**src/rtl/sseg_scan_driver.sv**
```systemverilog
// sseg_scan_driver: time-multiplexed driver for an N-digit common-anode
// 7-segment display (active-low anodes, segments and decimal point).
// Each digit holds a 4-bit code. A prescaler sets how long each digit is lit.
// Loads are double-buffered and committed only at the frame wrap, so a frame
// never shows a half-updated value.
//
// Optional feature macro: SSEG_HEX_EN
//   defined   -> codes 10..15 render as A b C d E F
//   undefined -> codes 10..15 render dark (seg = 7'h7F); AN and DP still act
//
// Ports:
//   clk        in  1             system clock, rising edge
//   reset      in  1             synchronous, active-high reset
//   load       in  1             strobe: capture digits_in/blank_in/dp_in
//   digits_in  in  4*NUM_DIGITS  digit i code in [4i+3:4i], digit 0 rightmost
//   blank_in   in  NUM_DIGITS    1 = digit i dark
//   dp_in      in  NUM_DIGITS    1 = decimal point of digit i lit
//   frame_done out 1             one-cycle pulse after the scan wraps
//   AN         out NUM_DIGITS    anode enables, active low, one-hot-low
//   seg        out 7             {g,f,e,d,c,b,a}, active low
//   DP         out 1             decimal point, active low
module sseg_scan_driver #(
  parameter int unsigned NUM_DIGITS  = 8,
  parameter int unsigned REFRESH_DIV = 100000
) (
  input  logic                    clk,
  input  logic                    reset,
  input  logic                    load,
  input  logic [4*NUM_DIGITS-1:0] digits_in,
  input  logic [NUM_DIGITS-1:0]   blank_in,
  input  logic [NUM_DIGITS-1:0]   dp_in,
  output logic                    frame_done,
  output logic [NUM_DIGITS-1:0]   AN,
  output logic [6:0]              seg,
  output logic                    DP
);

  localparam int unsigned CNT_W  = (REFRESH_DIV > 1) ? $clog2(REFRESH_DIV) : 1;
  localparam int unsigned IDX_W  = (NUM_DIGITS > 1) ? $clog2(NUM_DIGITS) : 1;
  localparam int unsigned CODE_W = 4 * NUM_DIGITS;

  logic [CNT_W-1:0]      cnt;
  logic [IDX_W-1:0]      idx;
  logic [CODE_W-1:0]     disp_code;
  logic [NUM_DIGITS-1:0] disp_blank;
  logic [NUM_DIGITS-1:0] disp_dp;
  logic [CODE_W-1:0]     pend_code;
  logic [NUM_DIGITS-1:0] pend_blank;
  logic [NUM_DIGITS-1:0] pend_dp;
  logic                  pend_valid;

  logic                  tick_c;
  logic                  wrap_c;
  logic [3:0]            code_c;
  logic                  blank_c;
  logic                  dp_c;
  logic [NUM_DIGITS-1:0] an_c;

  // Code to active-low segment pattern {g,f,e,d,c,b,a}.
  function automatic logic [6:0] decode(input logic [3:0] code);
    logic [6:0] s;
    case (code)
      4'h0: s = 7'h40;
      4'h1: s = 7'h79;
      4'h2: s = 7'h24;
      4'h3: s = 7'h30;
      4'h4: s = 7'h19;
      4'h5: s = 7'h12;
      4'h6: s = 7'h02;
      4'h7: s = 7'h78;
      4'h8: s = 7'h00;
      4'h9: s = 7'h10;
`ifdef SSEG_HEX_EN
      4'hA: s = 7'h08;
      4'hB: s = 7'h03;
      4'hC: s = 7'h46;
      4'hD: s = 7'h21;
      4'hE: s = 7'h06;
      4'hF: s = 7'h0E;
`endif
      default: s = 7'h7F;
    endcase
    return s;
  endfunction

  assign tick_c = (cnt == CNT_W'(REFRESH_DIV - 1));
  assign wrap_c = tick_c && (idx == IDX_W'(NUM_DIGITS - 1));

  // Select the digit currently being scanned from the display buffer.
  always_comb begin
    code_c  = 4'h0;
    blank_c = 1'b1;
    dp_c    = 1'b0;
    an_c    = '1;
    for (int i = 0; i < NUM_DIGITS; i++) begin
      if (idx == IDX_W'(i)) begin
        code_c  = disp_code[4*i +: 4];
        blank_c = disp_blank[i];
        dp_c    = disp_dp[i];
        an_c[i] = 1'b0;
      end
    end
  end

  // Prescaler, scan index, double buffer and registered pin outputs.
  always_ff @(posedge clk) begin
    if (reset) begin
      cnt        <= '0;
      idx        <= '0;
      disp_code  <= '0;
      disp_blank <= '1;
      disp_dp    <= '0;
      pend_code  <= '0;
      pend_blank <= '1;
      pend_dp    <= '0;
      pend_valid <= 1'b0;
      frame_done <= 1'b0;
      AN         <= '1;
      seg        <= 7'h7F;
      DP         <= 1'b1;
    end else begin
      cnt <= tick_c ? '0 : cnt + CNT_W'(1);
      if (tick_c) begin
        idx <= wrap_c ? '0 : idx + IDX_W'(1);
      end

      // A load on the wrap cycle goes straight to the display; otherwise it
      // waits in pending (last load wins) until the next wrap.
      if (load && wrap_c) begin
        disp_code  <= digits_in;
        disp_blank <= blank_in;
        disp_dp    <= dp_in;
        pend_valid <= 1'b0;
      end else if (load) begin
        pend_code  <= digits_in;
        pend_blank <= blank_in;
        pend_dp    <= dp_in;
        pend_valid <= 1'b1;
      end else if (wrap_c && pend_valid) begin
        disp_code  <= pend_code;
        disp_blank <= pend_blank;
        disp_dp    <= pend_dp;
        pend_valid <= 1'b0;
      end

      frame_done <= wrap_c;

      if (blank_c) begin
        AN  <= '1;
        seg <= 7'h7F;
        DP  <= 1'b1;
      end else begin
        AN  <= an_c;
        seg <= decode(code_c);
        DP  <= ~dp_c;
      end
    end
  end

endmodule
```
**config.mk**
```make
export PLATFORM = sky130hd
export DESIGN_NAME = sseg_scan_driver
export DESIGN_NICKNAME = d
export VERILOG_FILES = /design/src/rtl/sseg_scan_driver.sv
export SDC_FILE = /design/constraint.sdc
export NUM_CORES = 1
export LEC_CHECK = 0
export ABC_AREA = 1
export BUFFER_PORTS_ARGS = -buffer_cell sky130_fd_sc_hd__buf_4
export CAP_MARGIN = 25
export CORE_UTILIZATION = 40
export CTS_BUF_LIST = sky130_fd_sc_hd__clkbuf_4 sky130_fd_sc_hd__clkbuf_8
export DETAILED_ROUTE_END_ITERATION = 7
export PLACE_DENSITY = 0.6
export SLEW_MARGIN = 0
export SYNTH_ARGS = -nofsm -noshare
export SYNTH_HDL_FRONTEND = slang
export SYNTH_SLANG_ARGS = --single-unit
```
**constraint.sdc**
```tcl
create_clock -name clk -period 2.45 [get_ports clk]
set_input_delay 0.3675 -clock clk [delete_from_list [all_inputs] [get_ports clk]]
set_output_delay 0.3675 -clock clk [all_outputs]
set_load 0.02 [all_outputs]
```
==> reports/qor.csv <==
metric,value,unit
path_cells,ha_1 > nand2_1 > nor2_2 > inv_2 > nor2_4 > nand4_4 > nor2_2 > nor2_4 > buf_4 > nand2_1 > a21oi_1,
critPathRequiredTime,2.83,ns
setup_viol,0,
synth_area_per_cell,7.35,um^2
combPwrFrac,6.1,%
place_inst,1042,
fin_setup_tns,0,ns
yosysMostFrequentCell,nand2_1,
finalPower,4.31,mW
ys.flop_type,dfxtp_1,
cts_max_level,4,
yosys.area_share.simple,24.0,%
die_w,125,um
max_cap_violations,0,
maxSlewViolCount,0,
period_share,91.3,%
worst_slew_pin_slew,0.781,ns
synthTopCellsByCount,"nand2_1, dfxtp_1, nor2_1",
violations,design-rule violations,
critical_path.max_fanout,37,
pwr-share-clk,41.3,%
synth_top_family_by_area,simple AND/OR/NAND/NOR gates,
syn_inst,821,
place_hpwl,9600,um
dr.pass1.iters,7,
synth_edf_count,0,
place_area,6700,um^2
p_seq_share,52.6,%
grt_max_degree,88,
start_util,41.2,%
cpPeakStageDelay,0.59,ns
synthToLayoutAreaGrowth,17.8,%
sw_frac_of_total,23.5,%
n_antenna_cell,0,
r2r_slack,0.21,ns
fin_area,7110,um^2
synthMuxAreaShare,0,%
grt_pass1_wl,24000,um
leakage,3.07,nW
finalCriticalPeriod,2.24,ns
first_iter_violations,326,
r2r_start,cnt[0],
crit_buf_inv,2,
die_area,15600,um^2
ctsHoldBuffers,0,
cts-root-buf,clkbuf_8,
cp-endpoint,pend_code[29],
synthArstFlopShare,0,%
powerDensity,606,nW/um^2
worstSetupPathDepth,11,
skew,0.0122,ns
rows,44,
grtUsageTotal,19.2,%
netlist_area,6030,um^2
finalHoldViolCount,0,
switchingPower,1.01,mW
irDropWorstVdd,0.352,mV
ant_nets,0,
wl,14500,um
clockBufferDepth,2,
worstPathArrival,2.62,ns
yosys.cell_types.count,42,
antenna_found_initial,0,
via_count,5268,
post-cts-setup-buffer-count,0,
ys_top_cells_by_area,"dfxtp_1, nand2_1, nor2_1",
path_class,flip-flop to flip-flop,
fin_cells,1074,
gr-total-overflow,0,
grt_pass1_vias,4847,
hold_path_class,primary input to flip-flop,
synth_largest_area_cell,dfxtp_1,
clk_pin_slew_worst_paths,0.08,ns
port-buffer-count,67,
seq_area_frac_synth,44.5,%
cts_tree,done,
drive_above_1_share,19.1,%
drcViolationCount,10,
setup_ws,0.212,ns
slew_headroom,47.8,%
synth_seq_cells,134,
nNetsFinal,936,
cp-start-kind,flip-flop,
die_y,125,um
path_delay_family,simple AND/OR/NAND/NOR gates,
final_util,48.5,%
clock-sinks,134,
crit_start,cnt[0],
fmax,0.447,GHz
place_ws,0.0288,ns
yosysWarningCount,0,
synth_top_area_share,44.5,%
synth_nets,880,
cp-end-kind,flip-flop,
r2r-end,pend_code[29],
fin_worst_hold_slack,0.142,ns
ios,68,
avgViaCountPerCell,4.91,
status,finished with violations,
synthXorXnorAreaFrac,0.435,%
core-area,14600,um^2
gp_congestion,0.846,
slowest_stage,nor2_4,
insertion_delay,0.45,ns
synth_compound_area_share,19.5,%
cts_made_buffers,17,
wl_per_cell,13.5,um
p_int,3.30,mW
synthAdderAreaFrac,1.66,%
rr_worst_depth,11,
registers in the layout, indices dropped and copies added, names as in the netlist:
name,flops
disp_dp,8
pend_valid,1
pend_blank,8
pend_dp,8
cnt,17
frame_done,1
disp_blank,8
seg,7
DP,1
idx,3
AN,8
disp_code,32
pend_code,32
worst min-delay path by stage:
stage	end	slack (ns)	cells after the start	start
floorplan	pend_blank[7]	0.43	2	pend_blank[7]
global placement	pend_blank[7]	0.44	2	pend_blank[7]
detailed placement	pend_blank[7]	0.45	2	pend_blank[7]
CTS	pend_blank[0]	0.12	3	blank_in[0]
global route	pend_dp[6]	0.13	3	dp_in[6]
finish	pend_code[14]	0.14	3	digits_in[14]
worst reg2reg max path, delay by kind of cell (launching register included):
| kind | cells | cell delay [ns] |
|---|---|---|
| DFF | 1 | 0.34 |
| buffers and inverters | 2 | 0.47 |
| AOI/OAI and AO/OA | 1 | 0.14 |
| and+or+nand+nor | 7 | 1.01 |
| adders and majority gates | 1 | 0.21 |
power groups by stage:
stage	logic (mW)	clock network, mW	registers [mW]
after floorplan	0.150	0	2.31
after global placement	0.266	0	2.31
after detailed placement	0.268	0	2.31
after CTS	0.269	1.84	2.26
after global routing	0.297	1.93	2.27
final	0.264	1.78	2.26
cell type report:
type / count / area (um^2)
fill: 1495 / 7540
multi-input combinational: 550 / 2790
sequential: 134 / 2690
timing repair buffer: 81 / 671
inverter: 93 / 350
clock buffer: 21 / 270
tap: 184 / 230
clock inverter: 11 / 108
cell families (layout without fill, tap and decap cells):
family,after synthesis,in the layout
AND/OR/NAND/NOR,347,347
AO/OA/AOI/OAI,192,192
buffers and inverters,137,206
flip-flops,134,134
adder cells (fa/ha/maj),8,8
XOR/XNOR,3,3
per-layer routing:
| layer | up-vias | track usage, % | part of all wire, % |
|---|---|---|---|
| met5 | - | 0 | 0 |
| li1 | 2789 | - | - |
| met1 | 2361 | 25.9 | 50 |
| met2 | 103 | 29.5 | 45 |
| met3 | 15 | 5.24 | 4.4 |
| met4 | 0 | 6.46 | 1.3 |
layout by cell type (no fill, tap or decap), types with 3 or more instances in the layout:
cell	synthesis	final
a21oi_1	54	54
a21oi_2	22	22
buf_12	1	5
buf_4	2	76
clkbuf_4	0	3
clkbuf_8	0	18
clkinv_2	1	9
dfxtp_1	134	132
ha_1	8	7
inv_1	84	80
inv_2	7	12
nand2_1	202	202
nand3_1	24	24
nand4_1	7	7
nor2_1	93	91
nor2_2	5	4
nor2_4	1	4
nor3_1	3	3
nor3b_1	3	3
o211ai_1	11	11
o21ai_0	50	50
o221ai_1	8	8
o22ai_1	38	38
xor2_1	3	3
timing repair:
item                                    4_1_cts  5_1_grt
endpoints found under the hold margin         0        0
endpoints found under the setup margin        0       14
gates resized for setup                       0       13
Note: power is estimated with default switching activity, not from simulation.
